--- config.mk ---
export PLATFORM = sky130hd
export DESIGN_NAME = seq_mult_w
export DESIGN_NICKNAME = d
export VERILOG_FILES = /design/src/rtl/seq_mult_pkg.sv /design/src/rtl/mult_abs.sv /design/src/rtl/seq_mult_w.sv
export SDC_FILE = /design/constraint.sdc
export NUM_CORES = 1
export LEC_CHECK = 0
export ABC_AREA = 1
export CORE_ASPECT_RATIO = 1.5
export CORE_UTILIZATION = 50
export CTS_CLUSTER_SIZE = 10
export DETAILED_ROUTE_END_ITERATION = 8
export GPL_ROUTABILITY_DRIVEN = 0
export PLACE_DENSITY = 0.76
export SYNTH_ARGS = -nofsm -noshare
export SYNTH_HDL_FRONTEND = slang
export SYNTH_SLANG_ARGS = --single-unit
--- constraint.sdc ---
create_clock -name clk -period 1.9 [get_ports clk]
set_clock_uncertainty 0.05 [all_clocks]
set_input_delay 0.38 -clock clk [delete_from_list [all_inputs] [get_ports clk]]
set_output_delay 0.38 -clock clk [all_outputs]
set_load 0.02 [all_outputs]
--- src/rtl/seq_mult_pkg.sv ---
// seq_mult_pkg: state type and encodings shared by the sequential multiplier
package seq_mult_pkg;
    localparam logic [1:0] ST_IDLE   = 2'd0;
    localparam logic [1:0] ST_CALC   = 2'd1;
    localparam logic [1:0] ST_FINISH = 2'd2;
    typedef enum logic [1:0] {
        IDLE   = ST_IDLE,
        CALC   = ST_CALC,
        FINISH = ST_FINISH
    } mult_state_t;
endpackage

--- src/rtl/mult_abs.sv ---
// mult_abs: operand magnitude; passes x through unchanged in unsigned mode
module mult_abs #(
    parameter int WIDTH = 8
) (
    input  logic             signed_mode,
    input  logic [WIDTH-1:0] x,
    output logic [WIDTH-1:0] mag
);
    assign mag = (signed_mode && x[WIDTH-1]) ? -x : x;
endmodule

--- src/rtl/seq_mult_w.sv ---
// seq_mult_w: shift-and-add multiplier, one partial product per clock, signed or unsigned
module seq_mult_w
    import seq_mult_pkg::*;
#(
    parameter int WIDTH = 8,
    localparam int CNT_W = $clog2(WIDTH + 1)
) (
    input  logic               clk,
    input  logic               rst_n,
    input  logic               start,
    input  logic               signed_mode,
    input  logic [WIDTH-1:0]   a,
    input  logic [WIDTH-1:0]   b,
    output logic               busy,
    output logic               done,
    output logic [2*WIDTH-1:0] product
);
    mult_state_t state, state_n;
    logic [WIDTH-1:0] mag_a, mag_b, abs_a, abs_b;
    logic [2*WIDTH-1:0] acc;
    logic [WIDTH:0] sum;
    logic [CNT_W-1:0] cnt;
    logic neg;

    mult_abs #(.WIDTH(WIDTH)) u_abs_a (.signed_mode(signed_mode), .x(a), .mag(abs_a));
    mult_abs #(.WIDTH(WIDTH)) u_abs_b (.signed_mode(signed_mode), .x(b), .mag(abs_b));

    assign busy = state != IDLE;
    // extra top bit keeps the carry, which shifts back into the upper half
    assign sum = {1'b0, acc[2*WIDTH-1:WIDTH]} + {1'b0, mag_a & {WIDTH{mag_b[0]}}};

    always_comb begin
        state_n = state;
        state_n = state == IDLE ? (start ? CALC : IDLE) :
                  state == CALC ? (cnt == CNT_W'(1) ? FINISH : CALC) : IDLE;
    end

    always_ff @(posedge clk or negedge rst_n) begin
        if (!rst_n) begin
            state   <= IDLE;
            done    <= 1'b0;
            product <= '0;
            mag_a   <= '0;
            mag_b   <= '0;
            acc     <= '0;
            cnt     <= '0;
            neg     <= 1'b0;
        end else begin
            state <= state_n;
            done  <= state == FINISH;
            if (state == IDLE && start) begin
                mag_a <= abs_a;
                mag_b <= abs_b;
                neg   <= signed_mode & (a[WIDTH-1] ^ b[WIDTH-1]);
                acc   <= '0;
                cnt   <= CNT_W'(WIDTH);
            end
            if (state == CALC) begin
                acc   <= {sum, acc[WIDTH-1:1]};
                mag_b <= mag_b >> 1;
                cnt   <= cnt - 1'b1;
            end
            if (state == FINISH)
                product <= neg ? -acc : acc;
        end
    end
endmodule

==> results.yml, run 1 <==
status:
  status: "finished, final reports clean"
cells_and_area:
  final_common_cell: "nand2_1"
  final_cell_mix: "nand2_1, dfrtp_1, inv_1, o21ai_0"
  nets: 489
  drive_gt1_frac: 0.0702
  n_fill_cell: 585
  syn2layout_area_growth_pct: 18.6
  diodes: 0
worst_setup_path:
  crit_type: "reg2reg"
  endpoint_kind: "register"
  cpMaxStageDelayCell: "dfrtp_1"
  cp_cell_sequence: "buf_4 > nand2_1 > inv_1 > ha_1 > a21oi_2 > nand2_2 > nand2_1 > nand2_1 > nand3_1 > nand2_1 > nand2_1 > nand2_1"
  arrival_ps: 1940
  worstPathRequired_ps: 2060
  critPathLaunchType: "register"
  slowest_delay_ps: 420
  cpMostUsedCell: "nand2_1"
  cp_max_fo: 6
  path_buf_inv: 2
  crit_family: "simple AND/OR/NAND/NOR gates"
sta:
  slew_headroom: 0.644
  hold_viol_final: 0
  timing.fmax_mhz: 563
  min_period_ps: 1780
  tightest_slew_ps: 534
  setup_viol: 0
  grt_setup_unrepaired: "false"
  slew_violations: 0
  fin_crit_sh: 0.935
  finalSetupTns_ps: 0
  hold_ws_ps: 432
logic_synthesis:
  yosysWarnings: 0
  syn_area_per_cell_sq_um: 7.68
  yosys.cell_types.count: 29
  yosysSeqAreaShare: 0.442
  syn-cell-area_sq_um: 3170
  ys_ff_latch: 56
  synth_nets: 447
  netlist_instances: 413
routing:
  ant_nets: 0
  wl_microns: 6460
  avgRoutedWirePerCell_microns: 12.2
  vias: 2758
  drt-initial-drc-count: 74
  dr.pass1.iters: 4
  drc_errors: 0
  vias_per_cell: 5.20
pwr:
  cellPowerDensity_nw_per_um2: 1530
  power.leakage_nw: 1.89
  vdd_drop_max_mv: 0.490
  power_mw: 5.76
clock_tree:
  cts_buffers: 5
  numClockSinks: 56
  clk_latency_ps: 310
  htreeDepth: 2
  cts_tree: "done"
  cts.path.max_buffers: 2
  clk_pin_slew_worst_paths_ps: 100
  clock-root-buffer: "clkbuf_8"
floorplanning:
  fp.dieH_microns: 99.6
  die-area_sq_um: 6680
  start_util: 0.518
  rows: 35
  design.core.area_sq_um: 6130
  ios: 38
  die_w_microns: 67.0
global_routing:
  grt_overflow: 0
  grt_pass1_wl_microns: 11100
  grt_antenna_before_repair: 0
  grt_pass1_vias: 2727
  grt_max_degree: 42
  grt_usage: 0.214
placed_design:
  dp_hpwl_microns: 4970
  io_buffers: 37
run:
  max_cap_violations: 0
hold_path:
  hp-class: "reg2reg"
[layout make-up]
cell class                      instances  area [sq um]  area share
Multi-Input combinational cell        288          1520       0.403
Sequential cell                        56          1400       0.372
Timing Repair Buffer                   46           450       0.120
Inverter                               58           218      0.0578
Tap cell                               74          92.6      0.0246
Clock buffer                            7          76.3      0.0203
Clock inverter                          1          8.76     0.00233
[cell families (layout without fill, tap and decap cells)]
| group | after synthesis | in the layout | share of synthesized area |
|---|---|---|---|
| DFF | 56 | 56 | 0.442 |
| and+or+nand+nor | 182 | 182 | 0.239 |
| AOI/OAI and AO/OA | 80 | 80 | 0.140 |
| adders and majority gates | 14 | 14 | 0.0576 |
| xor gates and xnor gates | 12 | 12 | 0.0331 |
| buffers and inverters | 69 | 112 | 0.0879 |
[worst paths after layout]
path                             start     endpoint  slack [ps]  depth (start not counted)
max                           mag_b[0]      acc[15]         120                         12
min                        product[15]  product[15]         430                          2
max reg2reg                   mag_b[0]      acc[15]         120                         12
min reg2reg                product[15]  product[15]         430                          2
max in group asynchronous        rst_n      acc[13]         810                          3
min in group asynchronous        rst_n   product[9]         460                          2
[metal layers]
metal	part of all wire	routed length, microns	track usage	vias to the layer above
met1	0.40	2610	0.220	1255
met5	0	0	0	-
li1	-	-	-	1435
met4	0.026	166	0.101	0
met2	0.55	3540	0.405	56
met3	0.023	151	0.0275	12
[through the flow]
step	utilization	instances	setup slack, ps	instance area, sq um
final	0.614	530	123	3760
after global placement	0.593	520	133	3630
after CTS	0.608	529	49.6	3730
after floorplan	-	413	78.2	3170
after detailed placement	0.593	520	80.6	3630
after global routing	0.614	530	5.12	3760
[cells in the mapped netlist]
cell type / count / share of area
ha_1: 13 / 0.051
a21boi_0: 1 / 0.0024
o22ai_1: 11 / 0.022
a22oi_1: 7 / 0.017
a31oi_1: 3 / 0.0059
buf_1: 1 / 0.0012
nor3_1: 3 / 0.0047
nand3_2: 1 / 0.0032
nand2_1: 109 / 0.13
nand2_2: 4 / 0.0079
a21oi_1: 15 / 0.024
xor2_1: 10 / 0.028
dfrtp_1: 56 / 0.44
buf_4: 1 / 0.0024
nand3_1: 35 / 0.055
buf_6: 1 / 0.0035
nand4_1: 4 / 0.0079
o21ai_1: 2 / 0.0032
clkbuf_1: 1 / 0.0012
nor2_2: 1 / 0.0020
inv_2: 3 / 0.0035
o211ai_1: 3 / 0.0071
xnor2_1: 2 / 0.0055
inv_1: 54 / 0.064
o21ai_0: 38 / 0.060
nor2_1: 25 / 0.030
clkinv_1: 1 / 0.0012
fa_1: 1 / 0.0063
buf_2: 7 / 0.011
[registers in the layout, indices dropped and copies added (netlist names)]
signal,count
cnt,4
acc,16
mag_a,8
mag_b,8
done,1
state,2
product,16
neg,1
[worst register-to-register path, delay by kind of cell (launching register included)]
kind	cells	cell delay, ps
AO/OA/AOI/OAI	1	170
adder cells (fa/ha/maj)	1	340
buffers and inverters	2	210
AND/OR/NAND/NOR	8	510
flip-flops	1	420
[where the power goes]
group | total (mW) | switching (mW) | internal, mW
logic | 3.03 | 1.79 | 1.24
clock network | 0.638 | 0.373 | 0.264
registers | 2.09 | 0.392 | 1.70
[timing repair]
action | in CTS | in global routing
endpoints found under the setup margin | 0 | 5
resized for setup | 0 | 10
setup buffers | 0 | 1
hold buffers | 1 | 0
endpoints found under the hold margin | 15 | 0
Note: power is estimated with default switching activity, not from simulation.
==> run 2, diff against run 1 <==
SKIP_LAST_GASP = 1   (was not set)
==> results.yml, run 2 (same netlist as run 1, synthesis figures left out) <==
clock_tree:
  cts_buffers: 5
  cts_tree: "done"
  numClockSinks: 56
  clock-root-buffer: "clkbuf_8"
  htreeDepth: 2
  clk_pin_slew_worst_paths_ps: 100
  cts.path.max_buffers: 2
  clk_latency_ps: 300
routing:
  vias_per_cell: 5.20
  avgRoutedWirePerCell_microns: 12.2
  dr.pass1.iters: 4
  drt-initial-drc-count: 80
  wl_microns: 6450
  drc_errors: 0
  vias: 2757
  ant_nets: 0
floorplanning:
  ios: 38
  die_w_microns: 67.0
  start_util: 0.518
  design.core.area_sq_um: 6130
  fp.dieH_microns: 99.6
  die-area_sq_um: 6680
  rows: 35
global_routing:
  grt_antenna_before_repair: 0
  grt_pass1_vias: 2727
  grt_overflow: 0
  grt_max_degree: 42
  grt_pass1_wl_microns: 11100
  grt_usage: 0.214
cells_and_area:
  drive_gt1_frac: 0.0680
  reg_top3: "acc (16), product (16)"
  final_common_cell: "nand2_1"
  multi_input_area_sq_um: 1510
  n_fill_cell: 586
  ff_latch_area_sq_um: 1400
  diodes: 0
  fin_area_sq_um: 3760
  final_cell_mix: "nand2_1, dfrtp_1, inv_1, o21ai_0"
  instances_no_fill: 530
  final_util: 0.613
  nets: 489
  syn2layout_area_growth_pct: 18.5
hold_path:
  min_from: "product[15]"
  hp-class: "reg2reg"
sta:
  slew_violations: 0
  tightest_slew_ps: 534
  min_period_ps: 1790
  slew_headroom: 0.644
  setup_viol: 0
  grt_setup_unrepaired: "true"
  fin_ws_ps: 107
  hold_ws_ps: 432
  finalSetupTns_ps: 0
  timing.fmax_mhz: 558
  fin_crit_sh: 0.944
  hold_viol_final: 0
worst_setup_path:
  worstPathRequired_ps: 2050
  critPathLaunch: "mag_b[0]"
  cp_max_fo: 6
  arrival_ps: 1940
  crit_type: "reg2reg"
  endpoint_kind: "register"
  r2r_start: "mag_b[0]"
  critPathLaunchType: "register"
placed_design:
  place_area_sq_um: 3630
  io_buffers: 37
  dp_slack_ps: 80.6
  dp.cells: 520
  dp_hpwl_microns: 4970
run:
  max_cap_violations: 0
pwr:
  p_int_mw: 3.20
  cellPowerDensity_nw_per_um2: 1530
  power_mw: 5.76
  p_sw_frac: 0.444
  switchingPower_mw: 2.55
  combPwrFrac: 0.526
  power.leakage_nw: 1.90
  p_clk_frac: 0.110
  vdd_drop_max_mv: 0.499
  p_seq_frac: 0.364
status:
  status: "finished, final reports clean"
run 2: cell types whose count changed in the layout (fill, tap and decap cells not counted):
cell / previous run / this run
nand2_1: 107 / 108
nand2_2: 6 / 5
run 2: path summary, 6_finish.rpt:
path                                     to  slack [ps]  cells past startpoint
worst min-delay path            product[15]         430                      2
worst max register to register      acc[14]         110                     11
max in group asynchronous           acc[13]         810                      3
worst max-delay path                acc[14]         110                     11
min in group asynchronous        product[4]         460                      2
worst min register to register  product[15]         430                      2
run 2: routing by layer:
layer	global-route usage	vias to the layer above	routed length, microns
met5	0	-	0
li1	-	1436	-
met2	0.405	56	3530
met4	0.101	0	165
met3	0.0275	12	150
met1	0.220	1253	2610
run 2: what timing repair did:
| action | in CTS | in global routing |
|---|---|---|
| hold endpoints to repair | 15 | 0 |
| gates resized for setup | 0 | 9 |
| setup endpoints to repair | 0 | 5 |
| setup buffers | 0 | 1 |
| hold buffers | 1 | 0 |
run 2: area by class of cell:
class,count,share of cell area
inverters,58,0.0579
multi-input cells,288,0.403
repair buffers,46,0.120
clock inverters,1,0.00233
flip-flops and latches,56,0.373
well taps,74,0.0246
clock buffers,7,0.0203
run 2: worst max-delay path: stages (launching register included):
cell and delay, ps:
dfrtp_1 420, buf_4 170, nand2_1 50, inv_1 40
ha_2 360, nand3_1 90, nand2_1 160, nand3_1 120
nand2_1 80, nand2_1 40, nand3_1 60, nand2_1 50
run 2: power by group through the flow:
stage | Combinational, mW | Clock (mW) | Sequential (mW)
global placement | 2.89 | 0 | 2.10
detailed placement | 2.98 | 0 | 2.12
finish | 3.03 | 0.636 | 2.09
CTS | 2.99 | 0.651 | 2.09
floorplan | 2.00 | 0 | 2.18
global route | 3.44 | 0.690 | 2.17
